`src/rtl/seq_multiplier.sv`:
```
// Sequential shift-and-add multiplier, unsigned or radix-2 Booth signed,
// one partial-product iteration per clock with an internal start/done FSM.
module seq_multiplier #(
    parameter int BITS  = 8,
    parameter int CNT_W = $clog2(BITS + 1)
) (
    input  logic                clk,
    input  logic                rst,
    input  logic                start,
    input  logic                signed_mode,
    input  logic [BITS-1:0]     multiplicand,
    input  logic [BITS-1:0]     multiplier,
    output logic                busy,
    output logic                done,
    output logic [2*BITS-1:0]   product,
    output logic [CNT_W-1:0]    count
);

    typedef enum logic [1:0] {
        IDLE = 2'd0,
        CALC = 2'd1,
        DONE = 2'd2
    } state_t;

    state_t          state;
    logic [BITS:0]   a;
    logic [BITS-1:0] q;
    logic            q_m1;
    logic [BITS:0]   b;
    logic            mode;

    logic [BITS:0]   acc;
    logic [BITS:0]   a_nx;
    logic [BITS-1:0] q_nx;

    // Guard bit in A keeps the Booth sum exact even for B = -2^(BITS-1).
    always_comb begin
        acc = a;
        if (mode) begin
            unique case ({q[0], q_m1})
                2'b01:   acc = a + b;
                2'b10:   acc = a - b;
                default: acc = a;
            endcase
        end else if (q[0]) begin
            acc = a + b;
        end
        a_nx = {mode & acc[BITS], acc[BITS:1]};
        q_nx = {acc[0], q[BITS-1:1]};
    end

    always_ff @(posedge clk or posedge rst) begin
        if (rst) begin
            state   <= IDLE;
            a       <= '0;
            q       <= '0;
            q_m1    <= 1'b0;
            b       <= '0;
            mode    <= 1'b0;
            count   <= '0;
            product <= '0;
            busy    <= 1'b0;
            done    <= 1'b0;
        end else begin
            unique case (state)
                IDLE: begin
                    if (start) begin
                        b     <= {signed_mode & multiplicand[BITS-1],
                                  multiplicand};
                        q     <= multiplier;
                        a     <= '0;
                        q_m1  <= 1'b0;
                        count <= CNT_W'(BITS);
                        mode  <= signed_mode;
                        busy  <= 1'b1;
                        state <= CALC;
                    end
                end
                CALC: begin
                    a     <= a_nx;
                    q     <= q_nx;
                    q_m1  <= q[0];
                    count <= count - CNT_W'(1);
                    if (count == CNT_W'(1)) begin
                        product <= {a_nx[BITS-1:0], q_nx};
                        busy    <= 1'b0;
                        done    <= 1'b1;
                        state   <= DONE;
                    end
                end
                DONE: begin
                    done  <= 1'b0;
                    state <= IDLE;
                end
                default: state <= IDLE;
            endcase
        end
    end

endmodule

```
`config.mk`:
```
export PLATFORM = sky130hd
export DESIGN_NAME = seq_multiplier
export DESIGN_NICKNAME = d
export VERILOG_FILES = /design/src/rtl/seq_multiplier.sv
export SDC_FILE = /design/constraint.sdc
export NUM_CORES = 1
export LEC_CHECK = 0
export CORE_ASPECT_RATIO = 1.5
export CORE_MARGIN = 3
export CORE_UTILIZATION = 50
export CTS_BUF_LIST = sky130_fd_sc_hd__clkbuf_8
export DETAILED_ROUTE_END_ITERATION = 16
export GPL_TIMING_DRIVEN = 0
export PLACE_DENSITY = 0.78
export SYNTH_ARGS = -nofsm -noshare
export SYNTH_HDL_FRONTEND = slang
export SYNTH_SLANG_ARGS = --single-unit
```
`constraint.sdc`:
```
create_clock -name clk -period 2.97 [get_ports clk]
set_input_delay 0.594 -clock clk [delete_from_list [all_inputs] [get_ports clk]]
set_output_delay 0.594 -clock clk [all_outputs]
set_load 0.05 [all_outputs]
```
==> results_dict.tcl, run 1 <==
set metrics [dict create \
    vias 2779 \
    cpMaxStageDelayCell "or4b_1" \
    synthArstFlopShare 1.00 \
    n_antenna_cell 0 \
    htree_levels 2 \
    synth_ff_type "dfrtp_1" \
    required_ns 3.21 \
    syn_nets 409 \
    rows 34 \
    fin_ws_ns 0.167 \
    ys_ff_latch 52 \
    setup_viol 0 \
    crit_family "compound AO/OA/AOI/OAI gates" \
    place_area_mm2 0.00364 \
    ys_top_cells_by_count "nand2_1 (79), dfrtp_1 (52), o21ai_1 (32)" \
    drt-total-wl_mm 8.18 \
    place_congestion 0.950 \
    start_kind "flip-flop" \
    yosysSeqAreaShare 0.417 \
    antenna_found_initial 0 \
    synthCells 367 \
    worstReg2RegEnd "a[7]" \
    hold_viol_final 0 \
    numCtsBuffers 5 \
    clk_path_buf_depth 2 \
    wl_per_cell_um 16.7 \
    yosys_warnings 0 \
    die_w_um 70.5 \
    seq_area_mm2 0.00130 \
    fin_worst_skew_ns 0.0115 \
    io_pins 42 \
    r2r_start "a[0]" \
    hold_path_class "reg -> reg" \
    cts_tree "done" \
    grt_pass1_wl_mm 13.3 \
    crit_chain "ha_1, inv_1, fa_1, o21bai_1, a21oi_2, or4b_1, and4_1, o31ai_1, o21ai_1, o211ai_1" \
    synth_area_leaders "dfrtp_1 (42%), nand2_1 (9.5%), ha_1 (8.0%), o21ai_1 (5.1%), a21oi_1 (2.7%)" \
    grt.total_usage 0.231 \
    die_h_um 103 \
    synth_area_per_cell_um2 8.51 \
    io_buffers 41 \
    firstDrtPassIters 4 \
    layout.nets 458 \
    core_mm2 0.00591 \
    syn2layout_area_growth_pct 20.0 \
    insertion_delay_ns 0.32 \
    grt_max_degree 36 \
    crit_path_start "a[0]" \
    clk_pin_slew_ns 0.11 \
    outcome "complete, no violations" \
    place_ws_ns 0.272 \
    synth_edf_count 0 \
    r2r_cells 10 \
    dp_hpwl_mm 6.19 \
    nFillCells 503 \
    tightest_slew_ns 0.676 \
    arrival_ns 3.05 \
    fmax_ghz 0.357 \
    final_design_area_no_fill_mm2 0.00375 \
    slew_headroom 0.549 \
    setup_tns_ns 0 \
    rsz0062_at_grt "false" \
    clock_sinks 52 \
    final.period_utilization 0.944 \
    crit_path_max_fanout 5 \
    synth.most_common_cell "nand2_1" \
    overflow 0 \
    post-route-drc-count 0 \
    cap_violations 0 \
    setup.worst_path.end_class "flip-flop" \
    drive_above_1_share 0.0504 \
    slowest_delay_ns 0.53 \
    drt_iter0_markers 206 \
    cp_num_cells 10 \
    critPathCapture "a[7]" \
    via_per_inst 5.68 \
    cts_root_buffer "clkbuf_8" \
    synth.largest_area_cell "dfrtp_1" \
    yosys.area.top_type_share 0.417 \
    multiInputGateArea_mm2 0.00165 \
    ff2ff_setup_slack_ns 0.17 \
    synth.distinct_cells 46 \
    syn_area_mm2 0.00312 \
    crit_type "reg -> reg" \
    slew_violations 0 \
    die_area_mm2 0.00725 \
    final.min_clock_period_ns 2.80 \
    ant_nets 0 \
    grt_pass1_vias 2760 \
    worst-path-buf-inv 1 \
    start_util 0.528 \
    cts_hold_buffers 0 \
]
state kept, by name (all words and copies together) (netlist names):
name	cells
done	1
q	8
b	9
mode	1
product	16
q_m1	1
a	9
state	2
busy	1
count	4
layout make-up:
cell class	instances	area share
inverter	25	0.0250
sequential	52	0.347
tap	72	0.0240
multi-input combinational	269	0.441
clock buffer	5	0.0184
timing repair buffer	42	0.115
clock inverter	3	0.00701
buffer	21	0.0230
repair_timing:
| action | CTS | global route |
|---|---|---|
| resized for setup | 0 | 2 |
| endpoints found under the setup margin | 0 | 1 |
| buffers inserted | 0 | 0 |
tightest hold or removal path, stage by stage (launching register included):
cell and delay, ns:
dfrtp_1 0.37, nand2_1 0.05, nand2_1 0.05
worst min path at each step:
stage	cells after the start	startpoint	slack, ns	end
final	2	product[1]	0.50	product[1]
after global routing	2	q[1]	0.53	product[0]
after CTS	2	product[4]	0.50	product[4]
after detailed placement	2	product[4]	0.47	product[4]
after floorplan	1	state[1]	0.46	done
after global placement	2	product[5]	0.46	product[5]
routing by layer:
layer	part of all wire	track usage	vias to the layer above	wire, um
li1	-	-	1366	-
met1	0.40	0.265	1321	3240
met2	0.53	0.429	80	4370
met3	0.049	0.0400	12	404
met4	0.020	0.0868	0	160
met5	0	0	-	0
cell usage in the layout (no fill, tap or decap), types with 4 or more instances in the layout:
| master | instances |
|---|---|
| inv_1 | 19 |
| a22oi_1 | 9 |
| nand2b_1 | 4 |
| xor2_1 | 4 |
| o21ai_1 | 32 |
| clkdlybuf4s50_1 | 41 |
| nand3_1 | 14 |
| nor2_1 | 19 |
| o221ai_1 | 4 |
| a21oi_1 | 16 |
| dfrtp_1 | 52 |
| inv_2 | 6 |
| clkbuf_8 | 5 |
| nand2_1 | 79 |
| xnor2_1 | 7 |
| a211oi_1 | 4 |
| nor3_1 | 5 |
| clkbuf_1 | 20 |
| o21ai_0 | 5 |
| ha_1 | 20 |
| nor2b_1 | 6 |
through the flow:
stage / utilization / cells / hold WS [ns]
floorplan: - / 367 / 0.460
finish: 0.634 / 489 / 0.497
global route: 0.634 / 489 / 0.527
CTS: 0.632 / 489 / 0.497
detailed placement: 0.616 / 481 / 0.469
global placement: 0.613 / 480 / 0.460
kinds of logic after synthesis:
group | count (synthesis) | share of synthesized area
AO/OA/AOI/OAI | 99 | 0.205
AND/OR/NAND/NOR | 135 | 0.191
adder cells (fa/ha/maj) | 22 | 0.0929
buffers and inverters | 46 | 0.0577
multiplexers | 2 | 0.00641
XOR/XNOR | 11 | 0.0308
flip-flops | 52 | 0.417
Power of run 1 is left out: the tool's default activity adds up to more than one toggle a clock period on the data nets, which glitch-free logic cannot reach.
==> run 2, diff against run 1 <==
--- a/config.mk
+++ b/config.mk
@@ -6,4 +6,5 @@
 export NUM_CORES = 1
 export LEC_CHECK = 0
+export CAP_MARGIN = 5
 export CORE_ASPECT_RATIO = 1.5
 export CORE_MARGIN = 3
==> constraint.sdc (replaced) <==
create_clock -name clk -period 2.97 [get_ports clk]
set_input_delay 0.594 -clock clk [delete_from_list [all_inputs] [get_ports clk]]
set_output_delay 0.594 -clock clk [all_outputs]
set_load 0.005 [all_outputs]
==> results of run 2 <==
Same layout as run 1 (identical final DEF). Status: complete, no violations.
No activity file was read; power rests on OpenSTA's default activity.
==> run 3, diff against run 2 <==
Settings changed: ABC_AREA set to 0.
==> results of run 3 <==
Same layout as run 1 (identical final DEF). Status: complete, no violations.
